[src/rtl/alu_issue_ctrl_if.sv]
// Instruction-issue bus between fetch, the issue controller, the register file
// and the ALU.
//
// Ports / signals:
//   instr_valid, instr_ready, instr     instruction handshake from fetch
//   rf_raddr_a/b, rf_rdata_a/b          register file read ports (combinational data)
//   alu_opcode, alu_rdest, alu_rsrc     operands presented to the ALU
//   alu_out, alu_flags                  combinational ALU result and {N,Z,F,L,C}
//   rf_we, rf_waddr, rf_wdata           register file write-back
//   psr                                 processor status {N,Z,F,L,C}
//   illegal                             one-cycle pulse for an undecodable instruction
//
// Modports:
//   slave  - the issue controller
//   master - the environment (fetch, register file and ALU)
interface alu_issue_ctrl_if #(
  parameter int DATA_W = 16,
  parameter int REG_AW = 4
);
  logic              instr_valid;
  logic              instr_ready;
  logic [15:0]       instr;
  logic [REG_AW-1:0] rf_raddr_a;
  logic [REG_AW-1:0] rf_raddr_b;
  logic [DATA_W-1:0] rf_rdata_a;
  logic [DATA_W-1:0] rf_rdata_b;
  logic [4:0]        alu_opcode;
  logic [DATA_W-1:0] alu_rdest;
  logic [DATA_W-1:0] alu_rsrc;
  logic [DATA_W-1:0] alu_out;
  logic [4:0]        alu_flags;
  logic              rf_we;
  logic [REG_AW-1:0] rf_waddr;
  logic [DATA_W-1:0] rf_wdata;
  logic [4:0]        psr;
  logic              illegal;

  modport slave (
    input  instr_valid, instr, rf_rdata_a, rf_rdata_b, alu_out, alu_flags,
    output instr_ready, rf_raddr_a, rf_raddr_b, alu_opcode, alu_rdest, alu_rsrc,
           rf_we, rf_waddr, rf_wdata, psr, illegal
  );

  modport master (
    output instr_valid, instr, rf_rdata_a, rf_rdata_b, alu_out, alu_flags,
    input  instr_ready, rf_raddr_a, rf_raddr_b, alu_opcode, alu_rdest, alu_rsrc,
           rf_we, rf_waddr, rf_wdata, psr, illegal
  );
endinterface

[src/rtl/alu_issue_ctrl.sv]
// Issue controller for the 16-bit ALU. Accepts one instruction per handshake,
// decodes it into ALU opcode and operands, captures the ALU result and flags,
// writes the result back to the register file and maintains the PSR.
// Non-pipelined: IDLE -> DECODE -> EXEC -> WB -> IDLE, one instruction in flight.
//
// Ports:
//   clk  - rising-edge clock
//   rst  - synchronous, active-high reset
//   bus  - alu_issue_ctrl_if.slave (instruction handshake, register file
//          read/write ports, ALU operands/result, psr, illegal)
module alu_issue_ctrl #(
  parameter int DATA_W = 16,
  parameter int REG_AW = 4
) (
  input logic           clk,
  input logic           rst,
  alu_issue_ctrl_if.slave bus
);

  localparam logic [1:0] S_IDLE   = 2'd0;
  localparam logic [1:0] S_DECODE = 2'd1;
  localparam logic [1:0] S_EXEC   = 2'd2;
  localparam logic [1:0] S_WB     = 2'd3;

  // PSR update class carried from decode to execute
  localparam logic [1:0] K_NONE  = 2'd0;
  localparam logic [1:0] K_ARITH = 2'd1;
  localparam logic [1:0] K_CMP   = 2'd2;

  logic [1:0]        state;
  logic [15:0]       instr_q;
  logic [1:0]        kind_q;
  logic [4:0]        opcode_q;
  logic [DATA_W-1:0] rdest_q;
  logic [DATA_W-1:0] rsrc_q;
  logic              rf_we_q;
  logic [REG_AW-1:0] rf_waddr_q;
  logic [DATA_W-1:0] rf_wdata_q;
  logic [4:0]        psr_q;
  logic              illegal_q;

  logic              dec_legal;
  logic [4:0]        dec_opcode;
  logic              dec_imm;
  logic              dec_sext;
  logic              dec_shift;
  logic [1:0]        dec_kind;
  logic [DATA_W-1:0] imm_ext;
  logic [DATA_W-1:0] rsrc_sel;

  // Instruction classification from the latched instruction word.
  // Shifts take their second operand from the Rdest register value.
  always_comb begin
    dec_legal  = 1'b0;
    dec_opcode = 5'b00000;
    dec_imm    = 1'b0;
    dec_sext   = 1'b0;
    dec_shift  = 1'b0;
    dec_kind   = K_NONE;
    case (instr_q[15:12])
      4'h0: begin
        dec_legal = 1'b1;
        case (instr_q[7:4])
          4'h5:    begin dec_opcode = 5'b00000; dec_kind = K_ARITH; end
          4'h6:    begin dec_opcode = 5'b00010; dec_kind = K_ARITH; end
          4'h9:    begin dec_opcode = 5'b01000; dec_kind = K_ARITH; end
          4'hB:    begin dec_opcode = 5'b01010; dec_kind = K_CMP;   end
          4'h1:    dec_opcode = 5'b01101;
          4'h2:    dec_opcode = 5'b01110;
          4'h3:    dec_opcode = 5'b01111;
          default: dec_legal = 1'b0;
        endcase
      end
      4'h8: begin
        dec_legal = 1'b1;
        dec_shift = 1'b1;
        case (instr_q[7:4])
          4'h4:    dec_opcode = 5'b10001;
          4'h6:    dec_opcode = 5'b10011;
          default: dec_legal = 1'b0;
        endcase
      end
      4'h5: begin dec_legal = 1'b1; dec_imm = 1'b1; dec_sext = 1'b1; dec_opcode = 5'b00001; dec_kind = K_ARITH; end
      4'h9: begin dec_legal = 1'b1; dec_imm = 1'b1; dec_sext = 1'b1; dec_opcode = 5'b01001; dec_kind = K_ARITH; end
      4'hB: begin dec_legal = 1'b1; dec_imm = 1'b1; dec_sext = 1'b1; dec_opcode = 5'b01011; dec_kind = K_CMP;   end
      4'h6: begin dec_legal = 1'b1; dec_imm = 1'b1; dec_opcode = 5'b00011; dec_kind = K_ARITH; end
      4'h1: begin dec_legal = 1'b1; dec_imm = 1'b1; dec_opcode = 5'b01101; end
      4'h2: begin dec_legal = 1'b1; dec_imm = 1'b1; dec_opcode = 5'b01110; end
      4'h3: begin dec_legal = 1'b1; dec_imm = 1'b1; dec_opcode = 5'b01111; end
      default: dec_legal = 1'b0;
    endcase
  end

  assign imm_ext  = dec_sext ? {{(DATA_W-8){instr_q[7]}}, instr_q[7:0]}
                             : {{(DATA_W-8){1'b0}}, instr_q[7:0]};
  assign rsrc_sel = dec_imm   ? imm_ext :
                    dec_shift ? bus.rf_rdata_a : bus.rf_rdata_b;

  // Main sequencer. rf_we and illegal default low so each is a single-cycle
  // strobe. Result and flags are taken at the end of EXEC so the write-back
  // and the new PSR are both visible during WB.
  always_ff @(posedge clk) begin
    if (rst) begin
      state      <= S_IDLE;
      instr_q    <= '0;
      kind_q     <= K_NONE;
      opcode_q   <= '0;
      rdest_q    <= '0;
      rsrc_q     <= '0;
      rf_we_q    <= 1'b0;
      rf_waddr_q <= '0;
      rf_wdata_q <= '0;
      psr_q      <= '0;
      illegal_q  <= 1'b0;
    end else begin
      rf_we_q   <= 1'b0;
      illegal_q <= 1'b0;
      case (state)
        S_IDLE: begin
          if (bus.instr_valid) begin
            instr_q <= bus.instr;
            state   <= S_DECODE;
          end
        end
        S_DECODE: begin
          if (dec_legal) begin
            opcode_q <= dec_opcode;
            rdest_q  <= bus.rf_rdata_a;
            rsrc_q   <= rsrc_sel;
            kind_q   <= dec_kind;
            state    <= S_EXEC;
          end else begin
            illegal_q <= 1'b1;
            state     <= S_IDLE;
          end
        end
        S_EXEC: begin
          rf_we_q    <= (kind_q != K_CMP);
          rf_waddr_q <= instr_q[11:8];
          rf_wdata_q <= bus.alu_out;
          // psr bit order {N,Z,F,L,C}: arithmetic writes C,F,Z; compares write L,Z,N
          if (kind_q == K_ARITH) begin
            psr_q[0] <= bus.alu_flags[0];
            psr_q[2] <= bus.alu_flags[2];
            psr_q[3] <= bus.alu_flags[3];
          end else if (kind_q == K_CMP) begin
            psr_q[1] <= bus.alu_flags[1];
            psr_q[3] <= bus.alu_flags[3];
            psr_q[4] <= bus.alu_flags[4];
          end
          state <= S_WB;
        end
        default: state <= S_IDLE;
      endcase
    end
  end

  assign bus.instr_ready = (state == S_IDLE);
  assign bus.rf_raddr_a  = instr_q[11:8];
  assign bus.rf_raddr_b  = instr_q[3:0];
  assign bus.alu_opcode  = opcode_q;
  assign bus.alu_rdest   = rdest_q;
  assign bus.alu_rsrc    = rsrc_q;
  assign bus.rf_we       = rf_we_q;
  assign bus.rf_waddr    = rf_waddr_q;
  assign bus.rf_wdata    = rf_wdata_q;
  assign bus.psr         = psr_q;
  assign bus.illegal     = illegal_q;

endmodule

[src/flat_wrapper.sv]
// flat-port wrapper written by rule: the top's interface ports become plain ports
module alu_issue_ctrl_flat 
#(
  parameter int DATA_W = 16,
  parameter int REG_AW = 4
)
  (clk, rst, bus_instr_valid, bus_instr, bus_rf_rdata_a, bus_rf_rdata_b, bus_alu_out, bus_alu_flags, bus_instr_ready, bus_rf_raddr_a, bus_rf_raddr_b, bus_alu_opcode, bus_alu_rdest, bus_alu_rsrc, bus_rf_we, bus_rf_waddr, bus_rf_wdata, bus_psr, bus_illegal);
  alu_issue_ctrl_if #(.DATA_W(DATA_W), .REG_AW(REG_AW)) bus_i ();
  input logic clk;
  input logic rst;
  input wire logic [$bits(bus_i.instr_valid)-1:0] bus_instr_valid;
  input wire logic [$bits(bus_i.instr)-1:0] bus_instr;
  input wire logic [$bits(bus_i.rf_rdata_a)-1:0] bus_rf_rdata_a;
  input wire logic [$bits(bus_i.rf_rdata_b)-1:0] bus_rf_rdata_b;
  input wire logic [$bits(bus_i.alu_out)-1:0] bus_alu_out;
  input wire logic [$bits(bus_i.alu_flags)-1:0] bus_alu_flags;
  output wire logic [$bits(bus_i.instr_ready)-1:0] bus_instr_ready;
  output wire logic [$bits(bus_i.rf_raddr_a)-1:0] bus_rf_raddr_a;
  output wire logic [$bits(bus_i.rf_raddr_b)-1:0] bus_rf_raddr_b;
  output wire logic [$bits(bus_i.alu_opcode)-1:0] bus_alu_opcode;
  output wire logic [$bits(bus_i.alu_rdest)-1:0] bus_alu_rdest;
  output wire logic [$bits(bus_i.alu_rsrc)-1:0] bus_alu_rsrc;
  output wire logic [$bits(bus_i.rf_we)-1:0] bus_rf_we;
  output wire logic [$bits(bus_i.rf_waddr)-1:0] bus_rf_waddr;
  output wire logic [$bits(bus_i.rf_wdata)-1:0] bus_rf_wdata;
  output wire logic [$bits(bus_i.psr)-1:0] bus_psr;
  output wire logic [$bits(bus_i.illegal)-1:0] bus_illegal;
  assign bus_i.instr_valid = bus_instr_valid;
  assign bus_i.instr = bus_instr;
  assign bus_i.rf_rdata_a = bus_rf_rdata_a;
  assign bus_i.rf_rdata_b = bus_rf_rdata_b;
  assign bus_i.alu_out = bus_alu_out;
  assign bus_i.alu_flags = bus_alu_flags;
  assign bus_instr_ready = bus_i.instr_ready;
  assign bus_rf_raddr_a = bus_i.rf_raddr_a;
  assign bus_rf_raddr_b = bus_i.rf_raddr_b;
  assign bus_alu_opcode = bus_i.alu_opcode;
  assign bus_alu_rdest = bus_i.alu_rdest;
  assign bus_alu_rsrc = bus_i.alu_rsrc;
  assign bus_rf_we = bus_i.rf_we;
  assign bus_rf_waddr = bus_i.rf_waddr;
  assign bus_rf_wdata = bus_i.rf_wdata;
  assign bus_psr = bus_i.psr;
  assign bus_illegal = bus_i.illegal;
  alu_issue_ctrl #(.DATA_W(DATA_W), .REG_AW(REG_AW)) u_core (.clk(clk), .rst(rst), .bus(bus_i));
endmodule
[config.mk]
export PLATFORM = sky130hd
export DESIGN_NAME = alu_issue_ctrl_flat
export DESIGN_NICKNAME = d
export VERILOG_FILES = /design/src/rtl/alu_issue_ctrl_if.sv /design/src/rtl/alu_issue_ctrl.sv /design/src/flat_wrapper.sv
export SDC_FILE = /design/constraint.sdc
export NUM_CORES = 1
export LEC_CHECK = 0
export BUFFER_PORTS_ARGS = -buffer_cell sky130_fd_sc_hd__buf_2
export CAP_MARGIN = 20
export CORE_MARGIN = 1.5
export CORE_UTILIZATION = 44
export DETAILED_ROUTE_END_ITERATION = 12
export MAX_ROUTING_LAYER = met4
export PLACE_DENSITY = 0.76
export SKIP_LAST_GASP = 1
export SYNTH_ARGS = -nofsm -noshare
export SYNTH_HDL_FRONTEND = slang
export SYNTH_SLANG_ARGS = --single-unit
[constraint.sdc]
create_clock -name clk -period 2.1 [get_ports clk]
set_clock_uncertainty 0.15 [all_clocks]
set_input_delay 0.63 -clock clk [delete_from_list [all_inputs] [get_ports clk]]
set_output_delay 0.63 -clock clk [all_outputs]
set_load 0.02 [all_outputs]
==> metrics.txt <==
run status completed; share of layout cells above drive strength 1 36.85%; maximum VDD drop 0.0004465 V; Synth Register Bits 84; reg2reg start u_core.instr_q[12]; Gate power share 21.6%; fmax 0.4827 GHz; CP startpoint u_core.instr_q[12]; mapped cell area 3799 sq um; CTS H-tree depth 3; antenna diode count 0; Worst Slack Setup Final 28.50 ps; Period minus WS final 2072 ps; all-layer global routing usage 22.95%; drt first pass iters 5; cts hold-fix bufs 0; met3 GRT Util 3.949%; row count 33; Clk pin slew, worst setup/hold paths 90 ps; final wirelength 10500 microns; Worst-Margin Slew 561.1 ps; initial core utilization 45.77%; final hold violations 0; Post-Syn Instances 456; sequential power share 45.3%; CP max FO 16; P_leak 2.178 nW; number of global-route vias before repair 3206; Die X 95.92 microns; async set or reset register ratio after synthesis 0%; worst path arrival time 2220 ps; Sink Count 84; initial antenna violation count 0; Placed Cells 685; number of flops mapped to enable cells by yosys 0; slowest stage delay, CP 560 ps; layout net count 666; Avg Cell Area, Syn 8.330 sq um; Unique masters post-synth 48; pwr dens 770.4 nW/um^2; CP Buf/Inv Count 2; Syn Nets 530; Final period util 98.64%; met1 Use GR 30.66%; pin count of the biggest net entering global routing 45; switch share 30.09%; Levels on crit path 6; area grow syn2layout 30.34%; first-pass GRT wire length 15840 microns; YS warnings 0; Max Buffers Root-to-Sink 2; Worst slew margin 62.36%; R2R depth 6; met2 usage 34.33%; port bufs 144; Die Ht 95.92 microns; reg-to-reg slack, setup 30 ps; largest cells by area after synthesis dfxtp_1 (44%), nand2_1 (9.4%), a21oi_1 (8.4%); Vias 3772; unrepaired setup endpoints after global routing yes; Commonest cells post-synth nand2_1 (95), dfxtp_1 (84), a21oi_1 (64); initial DRC count 207; fin cells 702; Core Util, Final 59.66%; CP cell instances inv_1, o22ai_1, buf_4, nand2_1, a2111oi_0, a31o_1; sequential area share after synthesis 44.27%; Setup WS pre-CTS 28.93 ps; hold crit path type reg2reg; Filler cells 719; core area 8299 sq um; CTS tree yes; Worst EP required 2250 ps; worst setup path endpoint u_core.bus.alu_rsrc[1]; CP top delay family compound AO/OA/AOI/OAI gates; CTS buffer count 9; Root Driver clkbuf_8; gr busiest metal met2; DR WL/cell 14.95 microns; commonest register cell after synthesis dfxtp_1; final-report max-slew violation count 0; switching pwr 1.148 mW; CP endpoint kind flop; Max Cap Viol 0; CP max-delay cell dfxtp_1; global placement routability congestion 0.9531; Post-route DRC 0; Ports 145; full die area 9200 sq um; GR Overflow Total 0; Setup crit start kind flop; Post-DRT Antenna Nets 0; cell with the most instances after synthesis nand2_1; DP Wirelength 7788 microns; vias per cell 5.373; setup TNS 0 ps; final setup fails 0; Synth area leader dfxtp_1; clk_lat worst skew 350 ps; Yosys top cell area share 44.27%; Clk network pwr share 33.2%; Reg-to-Reg End u_core.bus.alu_rsrc[1]; Critical Setup Path Class reg2reg; Internal Pwr Total 2.666 mW
## power groups by stage
stage | Clock, mW | Combinational, mW | Sequential (mW)
after floorplan | 0 | 0.445 | 1.80
after global placement | 0 | 0.777 | 1.76
after detailed placement | 0 | 0.785 | 1.76
after CTS | 1.29 | 0.788 | 1.72
after global routing | 1.36 | 0.890 | 1.74
final | 1.26 | 0.822 | 1.73
## metal layers
metal | up-vias | routed length, microns
met4 | 0 | 137
met2 | 141 | 4995
li1 | 1869 | -
met3 | 11 | 592
met5 | - | 0
met1 | 1751 | 4771
## per-stage QoR
stage          total power, mW  hold slack [ps]  cell area (sq um)
4_1_cts                  3.802            310.7               4893
3_3_place_gp             2.535            289.6               4666
6_report                 3.814            309.1               4951
5_1_grt                  3.981            330.0               4951
2_1_floorplan            2.250            295.5               3799
3_5_place_dp             2.546            297.4               4666
## tightest hold or removal path: cells and delay by family, from the launching register on
| family | cells | cell delay [ps] |
|---|---|---|
| flops | 1 | 320 |
| simple gates | 1 | 50 |
| compound gates | 1 | 50 |
## final cells by class
class	count	area [sq um]	share of cell area [%]
tap	105	131.4	2.654
timing repair buffer	176	984.7	19.89
multi-input combinational	315	1908	38.54
clock inverter	7	98.84	1.996
clock buffer	9	123.9	2.502
inverter	6	22.52	0.4549
sequential	84	1682	33.97
## repair_timing
item,CTS,global route
resized for setup,1,16
buffers inserted,0,1
endpoints found under the setup margin,1,31
## how the worst min path moves through the flow
stage	start	to	slack, ps	depth (start not counted)
after CTS	u_core.bus.rf_wdata[10]	u_core.bus.rf_wdata[10]	310	2
after global placement	u_core.bus.rf_wdata[13]	u_core.bus.rf_wdata[13]	290	2
final	u_core.bus.rf_wdata[10]	u_core.bus.rf_wdata[10]	310	2
after detailed placement	u_core.bus.rf_wdata[10]	u_core.bus.rf_wdata[10]	300	2
after floorplan	u_core.instr_q[8]	u_core.bus.rf_waddr[0]	300	2
after global routing	bus_alu_out[7]	u_core.bus.rf_wdata[7]	330	3
## flip-flops by register name, summed over array words and instances (netlist names)
signal and count:
u_core.bus.rf_wdata 16, u_core.kind_q 2, u_core.bus.alu_opcode 5, u_core.bus.rf_waddr 4
u_core.bus.rf_we 1, u_core.instr_q 16, u_core.state 2, u_core.bus.alu_rsrc 16
u_core.bus.illegal 1, u_core.bus.psr 5, u_core.bus.alu_rdest 16
## cell families after synthesis
kind of cell,share of synthesized area [%]
AO/OA/AOI/OAI,24.28
adder cells (fa/ha/maj),0.6587
flip-flops,44.27
XOR/XNOR,0.4612
AND/OR/NAND/NOR,17.49
multiplexers,5.665
buffers and inverters,7.180
## cells in the final DEF (no fill, tap or decap), types with 3 or more instances in the layout
cell | synthesis | routed
buf_2 | 8 | 144
nand2_1 | 95 | 95
dfxtp_1 | 84 | 84
a21oi_1 | 64 | 64
buf_4 | 9 | 28
o21ai_0 | 27 | 26
nand3_1 | 25 | 25
mux2i_1 | 11 | 11
o2111ai_1 | 10 | 10
nor2_1 | 11 | 9
clkbuf_8 | 0 | 9
mux2_2 | 8 | 8
o211a_1 | 8 | 8
inv_1 | 5 | 5
a31o_2 | 5 | 5
nor3_1 | 5 | 5
clkinvlp_4 | 0 | 4
nand2b_1 | 3 | 3
a31o_1 | 3 | 3
a2111oi_0 | 8 | 3
a2111oi_2 | 0 | 3
buf_6 | 2 | 3
(Power assumes the default switching activity.)
